$ cat src/rtl/darkbus_pkg.sv
// darkbus_pkg: shared types and constants for the darkbus two-port arbiter.
//   arb_state_t : arbiter FSM states
//   GNT_*       : one-hot grant encodings {D,I}
//   bus_cmd_t   : latched device command (sized for widths up to 32 bits)
package darkbus_pkg;

  localparam int DARKBUS_AW = 32;
  localparam int DARKBUS_DW = 32;
  localparam int DARKBUS_BW = DARKBUS_DW / 8;

  typedef enum logic [1:0] {
    ARB_IDLE  = 2'd0,
    ARB_GNT_I = 2'd1,
    ARB_GNT_D = 2'd2
  } arb_state_t;

  localparam logic [1:0] GNT_NONE = 2'b00;
  localparam logic [1:0] GNT_I    = 2'b01;
  localparam logic [1:0] GNT_D    = 2'b10;

  typedef struct packed {
    logic                  re;
    logic                  we;
    logic [DARKBUS_BW-1:0] be;
    logic [DARKBUS_AW-1:0] addr;
    logic [DARKBUS_DW-1:0] wdata;
  } bus_cmd_t;

endpackage

$ cat src/rtl/darkbus_if.sv
// darkbus_if: bundles the fetch (I_*), load/store (D_*), device (M_*) and
// grant signals around the arbiter.
//   modport slave  : arbiter view (serves the core ports, drives the device bus)
//   modport master : environment view (core requesters plus the device)
interface darkbus_if #(
  parameter int AW = 32,
  parameter int DW = 32
);

  logic            I_REQ;
  logic [AW-1:0]   I_ADDR;
  logic [DW-1:0]   I_RDATA;
  logic            I_ACK;
  logic            I_ERR;

  logic            D_REQ;
  logic            D_WE;
  logic [DW/8-1:0] D_BE;
  logic [AW-1:0]   D_ADDR;
  logic [DW-1:0]   D_WDATA;
  logic [DW-1:0]   D_RDATA;
  logic            D_ACK;
  logic            D_ERR;

  logic            M_EN;
  logic            M_RE;
  logic            M_WE;
  logic [DW/8-1:0] M_BE;
  logic [AW-1:0]   M_ADDR;
  logic [DW-1:0]   M_WDATA;
  logic [DW-1:0]   M_RDATA;
  logic            M_RACK;
  logic            M_WACK;

  logic [1:0]      GNT;

  modport slave (
    input  I_REQ, I_ADDR,
    input  D_REQ, D_WE, D_BE, D_ADDR, D_WDATA,
    input  M_RDATA, M_RACK, M_WACK,
    output I_RDATA, I_ACK, I_ERR,
    output D_RDATA, D_ACK, D_ERR,
    output M_EN, M_RE, M_WE, M_BE, M_ADDR, M_WDATA,
    output GNT
  );

  modport master (
    output I_REQ, I_ADDR,
    output D_REQ, D_WE, D_BE, D_ADDR, D_WDATA,
    output M_RDATA, M_RACK, M_WACK,
    input  I_RDATA, I_ACK, I_ERR,
    input  D_RDATA, D_ACK, D_ERR,
    input  M_EN, M_RE, M_WE, M_BE, M_ADDR, M_WDATA,
    input  GNT
  );

endinterface

$ cat src/rtl/darkbus_rr_pick.sv
// darkbus_rr_pick: combinational two-way round-robin picker.
//   req  [1:0] in  : requests {D,I}
//   last       in  : port served last (1 = D, 0 = I)
//   mask [1:0] in  : ports excluded from this pick {D,I}
//   gnt  [1:0] out : one-hot winner {D,I}, 00 when nobody is eligible
module darkbus_rr_pick
  import darkbus_pkg::*;
(
  input  logic [1:0] req,
  input  logic       last,
  input  logic [1:0] mask,
  output logic [1:0] gnt
);

  logic [1:0] eligible;

  // On a tie the port that was not served last wins.
  always_comb begin
    eligible = req & ~mask;
    gnt      = GNT_NONE;
    case (eligible)
      2'b01:   gnt = GNT_I;
      2'b10:   gnt = GNT_D;
      2'b11:   gnt = last ? GNT_I : GNT_D;
      default: gnt = GNT_NONE;
    endcase
  end

endmodule

$ cat src/rtl/darkbus_arbiter.sv
// darkbus_arbiter: round-robin arbiter sharing one device bus between the
// instruction-fetch (I) and load/store (D) ports of the core.
//   XCLK  in : clock
//   XRES  in : asynchronous active-low reset
//   bus      : darkbus_if.slave
//     I_*/D_* : core request ports, one-cycle ACK (+ERR on timeout)
//     M_*     : registered device command, RDATA/RACK/WACK back from device
//     GNT     : current owner {D,I}, 00 when idle
// The command is latched on grant and held until the device acks or the
// wait counter reaches TIMEOUT-1. The command struct limits AW/DW to 32.
module darkbus_arbiter
  import darkbus_pkg::*;
#(
  parameter int TIMEOUT = 256,
  parameter int AW      = 32,
  parameter int DW      = 32
) (
  input  logic XCLK,
  input  logic XRES,
  darkbus_if.slave bus
);

  localparam int              CNT_W    = $clog2(TIMEOUT);
  localparam logic [CNT_W-1:0] CNT_LAST = CNT_W'(TIMEOUT - 1);

  arb_state_t       state, state_d;
  bus_cmd_t         cmd_q, cmd_d;
  logic             last, last_d;
  logic [CNT_W-1:0] cnt, cnt_d;
  logic             own_i, own_d, granted;
  logic             dev_ack, timed_out, done;
  logic [1:0]       mask, pick;

  darkbus_rr_pick u_pick (
    .req  ({bus.D_REQ, bus.I_REQ}),
    .last (last),
    .mask (mask),
    .gnt  (pick)
  );

  // Completion uses the ack matching the latched direction; a device ack
  // in the deadline cycle beats the timeout. The finishing owner is masked
  // so the other port can take the bus without an idle gap.
  always_comb begin
    own_i     = (state == ARB_GNT_I);
    own_d     = (state == ARB_GNT_D);
    granted   = own_i | own_d;
    dev_ack   = granted & (cmd_q.re ? bus.M_RACK : bus.M_WACK);
    timed_out = granted & ~dev_ack & (cnt == CNT_LAST);
    done      = dev_ack | timed_out;
    mask      = GNT_NONE;
    if (done) begin
      mask = own_i ? GNT_I : GNT_D;
    end
  end

  // Next state: re-arbitrate when idle or finishing, otherwise hold the
  // command and count the wait (saturating at the deadline value).
  always_comb begin
    state_d = state;
    cmd_d   = cmd_q;
    last_d  = last;
    cnt_d   = cnt;
    if (!granted || done) begin
      cnt_d = '0;
      case (pick)
        GNT_I: begin
          state_d     = ARB_GNT_I;
          last_d      = 1'b0;
          cmd_d.re    = 1'b1;
          cmd_d.we    = 1'b0;
          cmd_d.be    = '1;
          cmd_d.addr  = DARKBUS_AW'(bus.I_ADDR);
          cmd_d.wdata = '0;
        end
        GNT_D: begin
          state_d     = ARB_GNT_D;
          last_d      = 1'b1;
          cmd_d.re    = ~bus.D_WE;
          cmd_d.we    = bus.D_WE;
          cmd_d.be    = DARKBUS_BW'(bus.D_BE);
          cmd_d.addr  = DARKBUS_AW'(bus.D_ADDR);
          cmd_d.wdata = DARKBUS_DW'(bus.D_WDATA);
        end
        default: begin
          state_d = ARB_IDLE;
          cmd_d   = '0;
        end
      endcase
    end else if (cnt != CNT_LAST) begin
      cnt_d = cnt + 1'b1;
    end
  end

  // After reset D counts as served last so I wins the first tie.
  always_ff @(posedge XCLK or negedge XRES) begin
    if (!XRES) begin
      state <= ARB_IDLE;
      cmd_q <= '0;
      last  <= 1'b1;
      cnt   <= '0;
    end else begin
      state <= state_d;
      cmd_q <= cmd_d;
      last  <= last_d;
      cnt   <= cnt_d;
    end
  end

  assign bus.GNT     = {own_d, own_i};
  assign bus.M_EN    = granted;
  assign bus.M_RE    = cmd_q.re;
  assign bus.M_WE    = cmd_q.we;
  assign bus.M_BE    = cmd_q.be[DW/8-1:0];
  assign bus.M_ADDR  = cmd_q.addr[AW-1:0];
  assign bus.M_WDATA = cmd_q.wdata[DW-1:0];

  assign bus.I_ACK   = own_i & done;
  assign bus.I_ERR   = own_i & timed_out;
  assign bus.I_RDATA = (own_i & dev_ack) ? bus.M_RDATA : '0;
  assign bus.D_ACK   = own_d & done;
  assign bus.D_ERR   = own_d & timed_out;
  assign bus.D_RDATA = (own_d & dev_ack) ? bus.M_RDATA : '0;

endmodule

$ cat src/flat_wrapper.sv
// flat-port wrapper written by rule: the top's interface ports become plain ports
module darkbus_arbiter_flat import darkbus_pkg::*;
#(
  parameter int TIMEOUT = 256,
  parameter int AW      = 32,
  parameter int DW      = 32
)
  (XCLK, XRES, bus_I_REQ, bus_I_ADDR, bus_D_REQ, bus_D_WE, bus_D_BE, bus_D_ADDR, bus_D_WDATA, bus_M_RDATA, bus_M_RACK, bus_M_WACK, bus_I_RDATA, bus_I_ACK, bus_I_ERR, bus_D_RDATA, bus_D_ACK, bus_D_ERR, bus_M_EN, bus_M_RE, bus_M_WE, bus_M_BE, bus_M_ADDR, bus_M_WDATA, bus_GNT);
  darkbus_if #(.AW(AW), .DW(DW)) bus_i ();
  input  logic XCLK;
  input  logic XRES;
  input wire logic [$bits(bus_i.I_REQ)-1:0] bus_I_REQ;
  input wire logic [$bits(bus_i.I_ADDR)-1:0] bus_I_ADDR;
  input wire logic [$bits(bus_i.D_REQ)-1:0] bus_D_REQ;
  input wire logic [$bits(bus_i.D_WE)-1:0] bus_D_WE;
  input wire logic [$bits(bus_i.D_BE)-1:0] bus_D_BE;
  input wire logic [$bits(bus_i.D_ADDR)-1:0] bus_D_ADDR;
  input wire logic [$bits(bus_i.D_WDATA)-1:0] bus_D_WDATA;
  input wire logic [$bits(bus_i.M_RDATA)-1:0] bus_M_RDATA;
  input wire logic [$bits(bus_i.M_RACK)-1:0] bus_M_RACK;
  input wire logic [$bits(bus_i.M_WACK)-1:0] bus_M_WACK;
  output wire logic [$bits(bus_i.I_RDATA)-1:0] bus_I_RDATA;
  output wire logic [$bits(bus_i.I_ACK)-1:0] bus_I_ACK;
  output wire logic [$bits(bus_i.I_ERR)-1:0] bus_I_ERR;
  output wire logic [$bits(bus_i.D_RDATA)-1:0] bus_D_RDATA;
  output wire logic [$bits(bus_i.D_ACK)-1:0] bus_D_ACK;
  output wire logic [$bits(bus_i.D_ERR)-1:0] bus_D_ERR;
  output wire logic [$bits(bus_i.M_EN)-1:0] bus_M_EN;
  output wire logic [$bits(bus_i.M_RE)-1:0] bus_M_RE;
  output wire logic [$bits(bus_i.M_WE)-1:0] bus_M_WE;
  output wire logic [$bits(bus_i.M_BE)-1:0] bus_M_BE;
  output wire logic [$bits(bus_i.M_ADDR)-1:0] bus_M_ADDR;
  output wire logic [$bits(bus_i.M_WDATA)-1:0] bus_M_WDATA;
  output wire logic [$bits(bus_i.GNT)-1:0] bus_GNT;
  assign bus_i.I_REQ = bus_I_REQ;
  assign bus_i.I_ADDR = bus_I_ADDR;
  assign bus_i.D_REQ = bus_D_REQ;
  assign bus_i.D_WE = bus_D_WE;
  assign bus_i.D_BE = bus_D_BE;
  assign bus_i.D_ADDR = bus_D_ADDR;
  assign bus_i.D_WDATA = bus_D_WDATA;
  assign bus_i.M_RDATA = bus_M_RDATA;
  assign bus_i.M_RACK = bus_M_RACK;
  assign bus_i.M_WACK = bus_M_WACK;
  assign bus_I_RDATA = bus_i.I_RDATA;
  assign bus_I_ACK = bus_i.I_ACK;
  assign bus_I_ERR = bus_i.I_ERR;
  assign bus_D_RDATA = bus_i.D_RDATA;
  assign bus_D_ACK = bus_i.D_ACK;
  assign bus_D_ERR = bus_i.D_ERR;
  assign bus_M_EN = bus_i.M_EN;
  assign bus_M_RE = bus_i.M_RE;
  assign bus_M_WE = bus_i.M_WE;
  assign bus_M_BE = bus_i.M_BE;
  assign bus_M_ADDR = bus_i.M_ADDR;
  assign bus_M_WDATA = bus_i.M_WDATA;
  assign bus_GNT = bus_i.GNT;
  darkbus_arbiter #(.TIMEOUT(TIMEOUT), .AW(AW), .DW(DW)) u_core (.XCLK(XCLK), .XRES(XRES), .bus(bus_i));
endmodule
$ cat config.mk
export PLATFORM = sky130hd
export DESIGN_NAME = darkbus_arbiter_flat
export DESIGN_NICKNAME = d
export VERILOG_FILES = /design/src/rtl/darkbus_pkg.sv /design/src/rtl/darkbus_if.sv /design/src/rtl/darkbus_rr_pick.sv /design/src/rtl/darkbus_arbiter.sv /design/src/flat_wrapper.sv
export SDC_FILE = /design/constraint.sdc
export NUM_CORES = 1
export LEC_CHECK = 0
export ABC_AREA = 1
export BUFFER_PORTS_ARGS = -buffer_cell sky130_fd_sc_hd__buf_2
export CORE_ASPECT_RATIO = 1.5
export CORE_MARGIN = 5
export CORE_UTILIZATION = 34
export DETAILED_ROUTE_END_ITERATION = 8
export GPL_TIMING_DRIVEN = 0
export PLACE_DENSITY = 0.65
export SYNTH_ARGS = -nofsm -noshare
export SYNTH_HDL_FRONTEND = slang
export SYNTH_SLANG_ARGS = --single-unit
$ cat constraint.sdc
create_clock -name XCLK -period 6.2 [get_ports XCLK]
set_clock_uncertainty 0.1 [all_clocks]
set_input_delay 1.24 -clock XCLK [delete_from_list [all_inputs] [get_ports XCLK]]
set_output_delay 1.24 -clock XCLK [all_outputs]
set_load 0.01 [all_outputs]
==> metrics.cfg, run 1 <==
[clock_network]
cts_buffers = 9
postCtsSetupRepairBufs = 0
cts-htree-levels = 3
hold_buffers = 0
cts.reportedPaths.clkPinSlew_ns = 0.06
clk_latency_ns = 0.33
cts_root_buffer = clkbuf_16
ctsResizeCount = 0
clock-sinks = 81
cts_buffer_depth = 2
cts_tree = yes

[floorplanning]
core_um2 = 12000
ios = 280
dieArea_um2 = 14700
die_width_um = 101
rows = 49
start_util_pct = 34.9
die_y_um = 146

[placed_design]
place.gp.congestion = 0.827
hpwl_mm = 12.8
numPortBuffers = 279

[detailed_routing]
ant_nets = 0
drt_iter0_markers = 138
routedWlPerCell_um = 15.9
vias = 4617
vias_per_cell = 4.64
drt_wl_total_mm = 15.8
route.detailed.drc = 0
dr.pass1.iters = 4

[synth]
ys_seq_area_share_pct = 48.4
syn_area_um2 = 4190
synth_ff_type = dfrtp_1
synth_area_per_cell_um2 = 7.68
postSynthCellCount = 546
synth-seq-cells = 81
yosys_warnings = 0
synth.distinct_cells = 24
synthArstFlopShare_pct = 100
synth_nets = 692
synth_enable_flop_cells = 0

[job]
cap_violations = 0

[pwr]
peakVddDrop_v = 0.000200
power_density_nw_per_um2 = 400
p_leak_nw = 3.90

[setup_path]
required_ns = 4.86
worstPathArrival_ns = 2.34
cp-end-kind = output port
critPathLaunchType = input port
rr_worst_depth = 14
worstSetupPathType = input port to output port
crit_path_max_fanout = 10

[global_route]
grt_pass1_wl_mm = 23.6
grt-ovfl-total = 0
grt_usage_pct = 20.7
antenna_found_initial = 2
grt_pass1_vias = 4512
grt_start_max_net_pins = 60

[final_layout]
nets = 983
final_layout_size_suffix_gt1_share_pct = 38.6
area_growth_pct = 45.9
diodes = 0

[timing]
holdWs_ns = 0.366
drv_slew = 0
setup_tns_ns = 0
hold_viol = 0
period_minus_slack_ns = 3.68
period_share_pct = 59.4
rsz0062_at_grt = false
setup_viol = 0
clock.fmax_mhz = 271
worst-slew-pin-transition_ns = 0.537
max-slew-margin-rel_pct = 64.2

[min_path]
hold_depth = 1
hp-class = register to register

[status]
outcome = finished clean

[power breakdown]
part	total [mW]	internal (mW)	switching, mW
Combinational	1.09	0.398	0.692
Sequential	0.813	0.714	0.0984
Clock	0.543	0.326	0.217
Total	2.45	1.44	1.01
[kinds of logic (layout without fill, tap and decap cells)]
family | count (synthesis) | count (layout) | synth area share (%)
simple gates | 322 | 322 | 31.6
buf+inv | 89 | 385 | 9.34
flops | 81 | 81 | 48.4
compound gates | 46 | 46 | 8.36
fa+ha+maj | 7 | 7 | 2.09
xor+xnor | 1 | 1 | 0.209
[metrics by stage]
stage / worst slack, ns / std cells / power [mW] / cell area (µm²) / util [%]
floorplan: 2.91 / 546 / 1.44 / 4190 / -
global placement: 2.48 / 978 / 1.92 / 5780 / 48.1
detailed placement: 2.48 / 979 / 1.93 / 5810 / 48.3
CTS: 2.48 / 995 / 2.48 / 6110 / 50.9
global route: 2.39 / 995 / 2.62 / 6110 / 50.9
finish: 2.52 / 995 / 2.45 / 6110 / 50.9
[cell type report]
type                    count  area (µm²)
plain buffers              38         200
clock buffers              11         243
clock inverters             5        62.6
fillers                  1268        5900
inverters                  51         191
multi-input cells         376        1770
flip-flops and latches     81        2030
well taps                 153         191
repair buffers            280        1430
[worst paths after layout]
check,start,to,slack (ns)
worst max register to register,u_core.cnt[0],u_core.bus.M_ADDR[22],3.26
min in group asynchronous,XRES,u_core.bus.M_ADDR[31],0.71
worst max-delay path,bus_M_RACK,bus_D_RDATA[28],2.52
max in group asynchronous,XRES,u_core.last,4.63
worst min register to register,u_core.cnt[0],u_core.cnt[0],0.37
worst min-delay path,u_core.cnt[0],u_core.cnt[0],0.37
[cell usage in the layout, fill, tap and decap left out, types with 4 or more instances in the layout]
master,n
nand3_1,73
ha_1,7
buf_4,4
o21ai_1,5
a22o_1,32
nand2_1,160
clkbuf_16,9
buf_2,297
clkbuf_1,12
inv_1,49
nor2_1,80
a21oi_1,6
dfrtp_1,80
[state kept, by name, summed over array words and instances, names as in the netlist]
| register | count |
|---|---|
| u_core.bus.M_WE | 1 |
| u_core.last | 1 |
| u_core.cnt | 8 |
| u_core.bus.M_BE | 4 |
| u_core.bus.M_RE | 1 |
| u_core.bus.M_ADDR | 32 |
| u_core.bus.M_WDATA | 32 |
| u_core.state | 2 |
[synthesized netlist by cell type, types with 2 or more instances]
cell type,n,area [µm²]
o21ai_1,5,25.0
clkbuf_1,11,41.3
nor3b_1,2,15.0
inv_1,49,184
nand2_2,2,12.5
ha_1,7,87.6
buf_6,3,33.8
dfrtp_1,80,2000
nand2_1,160,601
buf_2,19,95.1
a21oi_1,6,30.0
buf_4,3,22.5
buf_1,2,7.51
nand3_1,73,365
nor2_1,80,300
a22o_1,32,280
o21ai_0,3,15.0
nor3_1,3,15.0
[per-layer routing]
layer,vias to the layer above,wire length (µm),global-route usage (%),part of all wire (%)
met2,218,8100,37.3,51
met3,29,1540,5.61,9.7
met5,-,20,0,0.13
met1,2057,5750,23.0,36
li1,2311,-,-,-
met4,2,381,6.68,2.4
[worst max-delay path, stage by stage]
cell	delay, ns
buf_2	0.08
nand2_1	0.04
nand2_1	0.13
nand2_1	0.08
inv_1	0.08
nand2_1	0.12
buf_2	0.21
nor2_1	0.19
buf_2	0.17
No activity file was read; power rests on OpenSTA's default activity.
==> run 2: changes to the inputs <==
--- a/config.mk
+++ b/config.mk
@@ -12,7 +12,7 @@
 export CORE_UTILIZATION = 34
 export DETAILED_ROUTE_END_ITERATION = 8
 export GPL_TIMING_DRIVEN = 0
-export PLACE_DENSITY = 0.65
+export PLACE_DENSITY = 0.68
 export SYNTH_ARGS = -nofsm -noshare
 export SYNTH_HDL_FRONTEND = slang
 export SYNTH_SLANG_ARGS = --single-unit
==> constraint.sdc (replaced) <==
create_clock -name XCLK -period 3.15 [get_ports XCLK]
set_clock_uncertainty 0.1 [all_clocks]
set_input_delay 0.63 -clock XCLK [delete_from_list [all_inputs] [get_ports XCLK]]
set_output_delay 0.63 -clock XCLK [all_outputs]
set_load 0.01 [all_outputs]
==> metrics.cfg, run 2 (same netlist as run 1, synthesis figures left out) <==
[placed_design]
numPortBuffers = 279  ; unchanged
hpwl_mm = 13.0  ; +1.6%
dp_cells = 979  ; unchanged
place.gp.congestion = 0.844  ; +2.0%
place_area_um2 = 5800  ; -0.13%

[final_layout]
final_layout_size_suffix_gt1_share_pct = 38.8  ; +0.16 points
fin_area_um2 = 6100  ; -0.29%
final_cell_mix = buf_2, nand2_1, nor2_1, dfrtp_1, nand3_1
fillers = 1228  ; -3.2%
multi_input_comb_area_um2 = 1770  ; unchanged
nets = 982  ; -0.10%
area_growth_pct = 45.5
diodes = 0  ; unchanged
regArea_um2 = 2030  ; unchanged
final_common_cell = buf_2
layout.cells.non_filler = 994  ; -0.10%

[pwr]
p_leak_nw = 3.90  ; about the same
power_mw = 4.80  ; +96%
peakVddDrop_v = 0.000385  ; +93%
power_density_nw_per_um2 = 786  ; +97%

[detailed_routing]
vias = 4668  ; +1.1%
drt_iter0_markers = 168  ; +22%
vias_per_cell = 4.70  ; +1.2%
route.detailed.drc = 0  ; unchanged
ant_nets = 0  ; unchanged
dr.pass1.iters = 6  ; +2
routedWlPerCell_um = 16.2  ; +1.9%
drt_wl_total_mm = 16.1  ; +1.8%

[setup_path]
worstSetupPathType = register to register
cpMostUsedCell = nand2_1
cp_slowest_stage_delay_ns = 0.38  ; +0.17 ns
critPathBufInv = 5  ; +1
critPathLaunchType = register
cp_cell_sequence = inv_1, ha_1, inv_1, nand2_1, inv_1, nand2_2, nand2_1, nor2_1, nand2_1, nand2_1, ha_1, buf_2, clkbuf_1, a22o_1, nand3_1, nand2_1
worst_r2r_startpoint = u_core.state[0]
worstPathArrival_ns = 3.03  ; +0.69 ns
required_ns = 3.32  ; -1.54 ns
cp_top_family = simple AND/OR/NAND/NOR gates
crit_path_max_fanout = 10  ; unchanged
rr_endpoint = u_core.bus.M_ADDR[3]
cp-end-kind = register
slowest_stage = clkbuf_1
rrSetupSlack_ns = 0.29  ; -2.97 ns
rr_worst_depth = 16  ; +2

[job]
cap_violations = 0  ; unchanged

[clock_network]
clk_latency_ns = 0.33  ; about the same
cts_root_buffer = clkbuf_16
cts_buffer_depth = 2  ; unchanged
cts.reportedPaths.clkPinSlew_ns = 0.06  ; about the same
postCtsSetupRepairBufs = 0  ; unchanged
cts-htree-levels = 3  ; unchanged
clock-sinks = 81  ; unchanged
cts_buffers = 9  ; unchanged
cts_tree = yes

[global_route]
grt_pass1_wl_mm = 23.9  ; +1.2%
grt_usage_pct = 21.1  ; +0.42 points
grt_start_max_net_pins = 42  ; -30%
grt_use_met1_pct = 24.0  ; +0.91 points
top_usage_layer = met2
use_met3_pct = 6.67  ; +1.1 points
grt-ovfl-total = 0  ; unchanged
grt_pass1_vias = 4589  ; +1.7%
antenna_found_initial = 4  ; +2
use_met2_pct = 36.5  ; -0.73 points

[floorplanning]
dieArea_um2 = 14700  ; unchanged
rows = 49  ; unchanged
start_util_pct = 34.9  ; unchanged
ios = 280  ; unchanged
die_width_um = 101  ; unchanged
core_um2 = 12000  ; unchanged
die_y_um = 146  ; unchanged

[timing]
period_minus_slack_ns = 2.86
clock.fmax_mhz = 350
setup_viol = 0  ; unchanged
period_share_pct = 90.7
worst-slew-pin-transition_ns = 0.540  ; +0.00254 ns
holdWs_ns = 0.169  ; -0.197 ns
hold_viol = 0  ; unchanged
drv_slew = 0  ; unchanged
rsz0062_at_grt = false
setup_tns_ns = 0  ; unchanged
max-slew-margin-rel_pct = 64.0  ; -0.17 points

[status]
outcome = finished clean

[min_path]
hp-class = input port to asynchronous set/reset pin

[run 2: cell count changes in the layout (fill, tap and decap cells not counted)]
cell and change:
buf_1 -1, buf_12 +1, buf_16 -1, clkbuf_1 -1, clkbuf_2 +1, clkbuf_8 -1, clkinv_2 +1, clkinv_4 +3
clkinvlp_4 -1, inv_6 -2
[run 2: cell type report]
| class | count | area share (%) |
|---|---|---|
| sequential | 81 | 33.3 |
| multi-input combinational | 376 | 29.1 |
| timing repair buffer | 280 | 23.3 |
| clock buffer | 10 | 3.76 |
| buffer | 37 | 3.24 |
| inverter | 51 | 3.14 |
| tap | 153 | 3.14 |
| clock inverter | 6 | 1.13 |
[run 2: worst max path at each step]
stage | from | to | slack [ns] | depth (start not counted)
3_5_place_dp | bus_M_RACK | u_core.bus.M_ADDR[19] | -0.02 | 16
2_1_floorplan | u_core.state[0] | u_core.bus.M_ADDR[0] | 0.64 | 16
4_1_cts | u_core.state[0] | u_core.bus.M_ADDR[19] | 0.13 | 16
3_3_place_gp | bus_M_RACK | u_core.bus.M_ADDR[19] | 0.02 | 16
6_report | u_core.state[0] | u_core.bus.M_ADDR[3] | 0.29 | 16
5_1_grt | u_core.state[0] | u_core.bus.M_ADDR[21] | 0.03 | 15
[run 2: worst reg2reg max path: stages, from the launching register on]
cell	delay [ns]
dfrtp_1	0.35
inv_1	0.06
ha_1	0.27
inv_1	0.07
nand2_1	0.09
inv_1	0.06
nand2_2	0.12
nand2_1	0.09
nor2_1	0.18
nand2_1	0.10
nand2_1	0.10
ha_1	0.15
buf_2	0.26
clkbuf_1	0.39
a22o_1	0.23
nand3_1	0.09
nand2_1	0.09
[run 2: power by group]
group	leakage, nW	internal, mW	switching (mW)
sequential	1.09	1.41	0.197
combinational	2.67	0.784	1.36
clock	0.143	0.617	0.432
[run 2: per-layer routing]
layer | wire [µm] | vias to the layer above
met4 | 435 | 8
met2 | 7890 | 237
met3 | 1690 | 36
li1 | - | 2307
met1 | 6010 | 2080
met5 | 48 | -
[run 2: per-stage QoR]
stage,worst slack (ns),util [%]
final,0.293,50.7
after CTS,0.133,50.8
after global placement,0.0213,48.1
after floorplan,0.641,-
after detailed placement,-0.0189,48.3
after global routing,0.0267,50.7
[run 2: repair_timing]
action	in CTS	in global routing
setup endpoints to repair	0	8
hold buffers	0	0
gates resized for setup	0	2
==> run 3: changes to the inputs <==
--- a/config.mk
+++ b/config.mk
@@ -10,6 +10,7 @@
 export CORE_ASPECT_RATIO = 1.5
 export CORE_MARGIN = 5
 export CORE_UTILIZATION = 34
+export CTS_BUF_LIST = sky130_fd_sc_hd__clkbuf_16
 export DETAILED_ROUTE_END_ITERATION = 8
 export GPL_TIMING_DRIVEN = 0
 export PLACE_DENSITY = 0.68
==> metrics.cfg, run 3 (same netlist as run 1, synthesis figures left out) <==
[clock_network]
cts_buffer_depth = 2  ; unchanged
clock-sinks = 81  ; unchanged
ctsResizeCount = 0  ; unchanged
clk_latency_ns = 0.33  ; about the same
cts.reportedPaths.clkPinSlew_ns = 0.06  ; about the same
postCtsSetupRepairBufs = 0  ; unchanged
cts_root_buffer = clkbuf_16
cts-htree-levels = 3  ; unchanged
cts_tree = yes
hold_buffers = 0  ; unchanged
cts_buffers = 9  ; unchanged

[final_layout]
final_cell_mix = buf_2, nand2_1, nor2_1, dfrtp_1, nand3_1
post-route-util_pct = 50.7  ; unchanged
area_growth_pct = 45.5  ; unchanged
layout.cells.non_filler = 994  ; unchanged
final_common_cell = buf_2
diodes = 0  ; unchanged
nets = 982  ; unchanged
final_layout_size_suffix_gt1_share_pct = 38.8  ; unchanged
fillers = 1228  ; unchanged
fin_area_um2 = 6100  ; unchanged

[setup_path]
cpMostUsedCell = nand2_1
worst_r2r_startpoint = u_core.state[0]
worstPathArrival_ns = 3.02  ; about the same
critPathBufInv = 5  ; unchanged
rr_worst_depth = 16  ; unchanged
rr_endpoint = u_core.bus.M_ADDR[3]
worstSetupPathType = register to register
path_depth = 16  ; unchanged
cp_slowest_stage_delay_ns = 0.38  ; about the same
crit_path_max_fanout = 10  ; unchanged
cp-end-kind = register
required_ns = 3.32  ; about the same
critPathLaunchType = register
slowest_stage = clkbuf_1
cp_top_family = simple AND/OR/NAND/NOR gates
rrSetupSlack_ns = 0.30  ; about the same
cp_cell_sequence = inv_1, ha_1, inv_1, nand2_1, inv_1, nand2_2, nand2_1, nor2_1, nand2_1, nand2_1, ha_1, buf_2, clkbuf_1, a22o_1, nand3_1, nand2_1

[floorplanning]
start_util_pct = 34.9  ; unchanged
ios = 280  ; unchanged
die_width_um = 101  ; unchanged
die_y_um = 146  ; unchanged
core_um2 = 12000  ; unchanged
dieArea_um2 = 14700  ; unchanged
rows = 49  ; unchanged

[pwr]
power_mw = 4.79  ; about the same
p_leak_nw = 3.90  ; +0.11%
peakVddDrop_v = 0.000385  ; unchanged
power_density_nw_per_um2 = 786  ; about the same

[timing]
setup_tns_ns = 0  ; unchanged
rsz0062_at_grt = false
setup_viol = 0  ; unchanged
clock.fmax_mhz = 351  ; +0.24%
hold_viol = 0  ; unchanged
period_minus_slack_ns = 2.85  ; -0.00698 ns
drv_slew = 0  ; unchanged
setup_ws_ns = 0.300  ; +0.00698 ns
max-slew-margin-rel_pct = 64.0  ; about the same
holdWs_ns = 0.169  ; +0.000145 ns
period_share_pct = 90.5  ; -0.22 points
worst-slew-pin-transition_ns = 0.540  ; +0.000415 ns

[global_route]
grt_usage_pct = 21.1  ; unchanged
antenna_found_initial = 4  ; unchanged
grt_start_max_net_pins = 42  ; unchanged
grt_pass1_vias = 4589  ; unchanged
grt-ovfl-total = 0  ; unchanged
grt_pass1_wl_mm = 23.9  ; unchanged

[placed_design]
dp_slack_ns = -0.0189  ; unchanged
place_area_um2 = 5800  ; unchanged
numPortBuffers = 279  ; unchanged
place.gp.congestion = 0.844  ; unchanged
hpwl_mm = 13.0  ; unchanged
dp_cells = 979  ; unchanged

[job]
cap_violations = 0  ; unchanged

[detailed_routing]
drt_iter0_markers = 168  ; unchanged
routedWlPerCell_um = 16.2  ; about the same
vias_per_cell = 4.70  ; about the same
dr.pass1.iters = 7  ; +1
ant_nets = 0  ; unchanged
vias = 4669  ; +0.021%
drt_wl_total_mm = 16.1  ; about the same
route.detailed.drc = 0  ; unchanged

[status]
outcome = finished clean

[min_path]
hp-class = input port to asynchronous set/reset pin

## run 3: cell types whose count changed in the layout (fill, tap and decap cells not counted)
cell      before  now
clkbuf_1      11   10
inv_1         49   50
## run 3: worst max-delay path by stage
stage	startpoint	endpoint	slack, ns
2_1_floorplan	u_core.state[0]	u_core.bus.M_ADDR[0]	0.64
3_3_place_gp	bus_M_RACK	u_core.bus.M_ADDR[19]	0.02
3_5_place_dp	bus_M_RACK	u_core.bus.M_ADDR[19]	-0.02
4_1_cts	u_core.state[0]	u_core.bus.M_ADDR[19]	0.13
5_1_grt	u_core.state[0]	u_core.bus.M_ADDR[21]	0.03
6_report	u_core.state[0]	u_core.bus.M_ADDR[3]	0.30
## run 3: power breakdown
part	total [mW]	switching [mW]	internal (mW)
registers	1.60	0.197	1.41
logic	2.14	1.36	0.784
clock network	1.05	0.432	0.614
## run 3: per-layer routing
metal / global-route usage, % / vias up / share of wire [%]
met1: 24.0 / 2083 / 37
li1: - / 2307 / -
met5: 0 / - / 0.30
met2: 36.5 / 235 / 49
met3: 6.67 / 36 / 10
met4: 7.55 / 8 / 2.7
## run 3: layout make-up
cell class	count	area, µm²	share of cell area, %
clock inverter	7	72.6	1.19
clock buffer	9	225	3.69
multi-input combinational	376	1770	29.1
tap	153	191	3.14
inverter	51	191	3.14
sequential	81	2030	33.3
timing repair buffer	280	1420	23.3
buffer	37	198	3.24
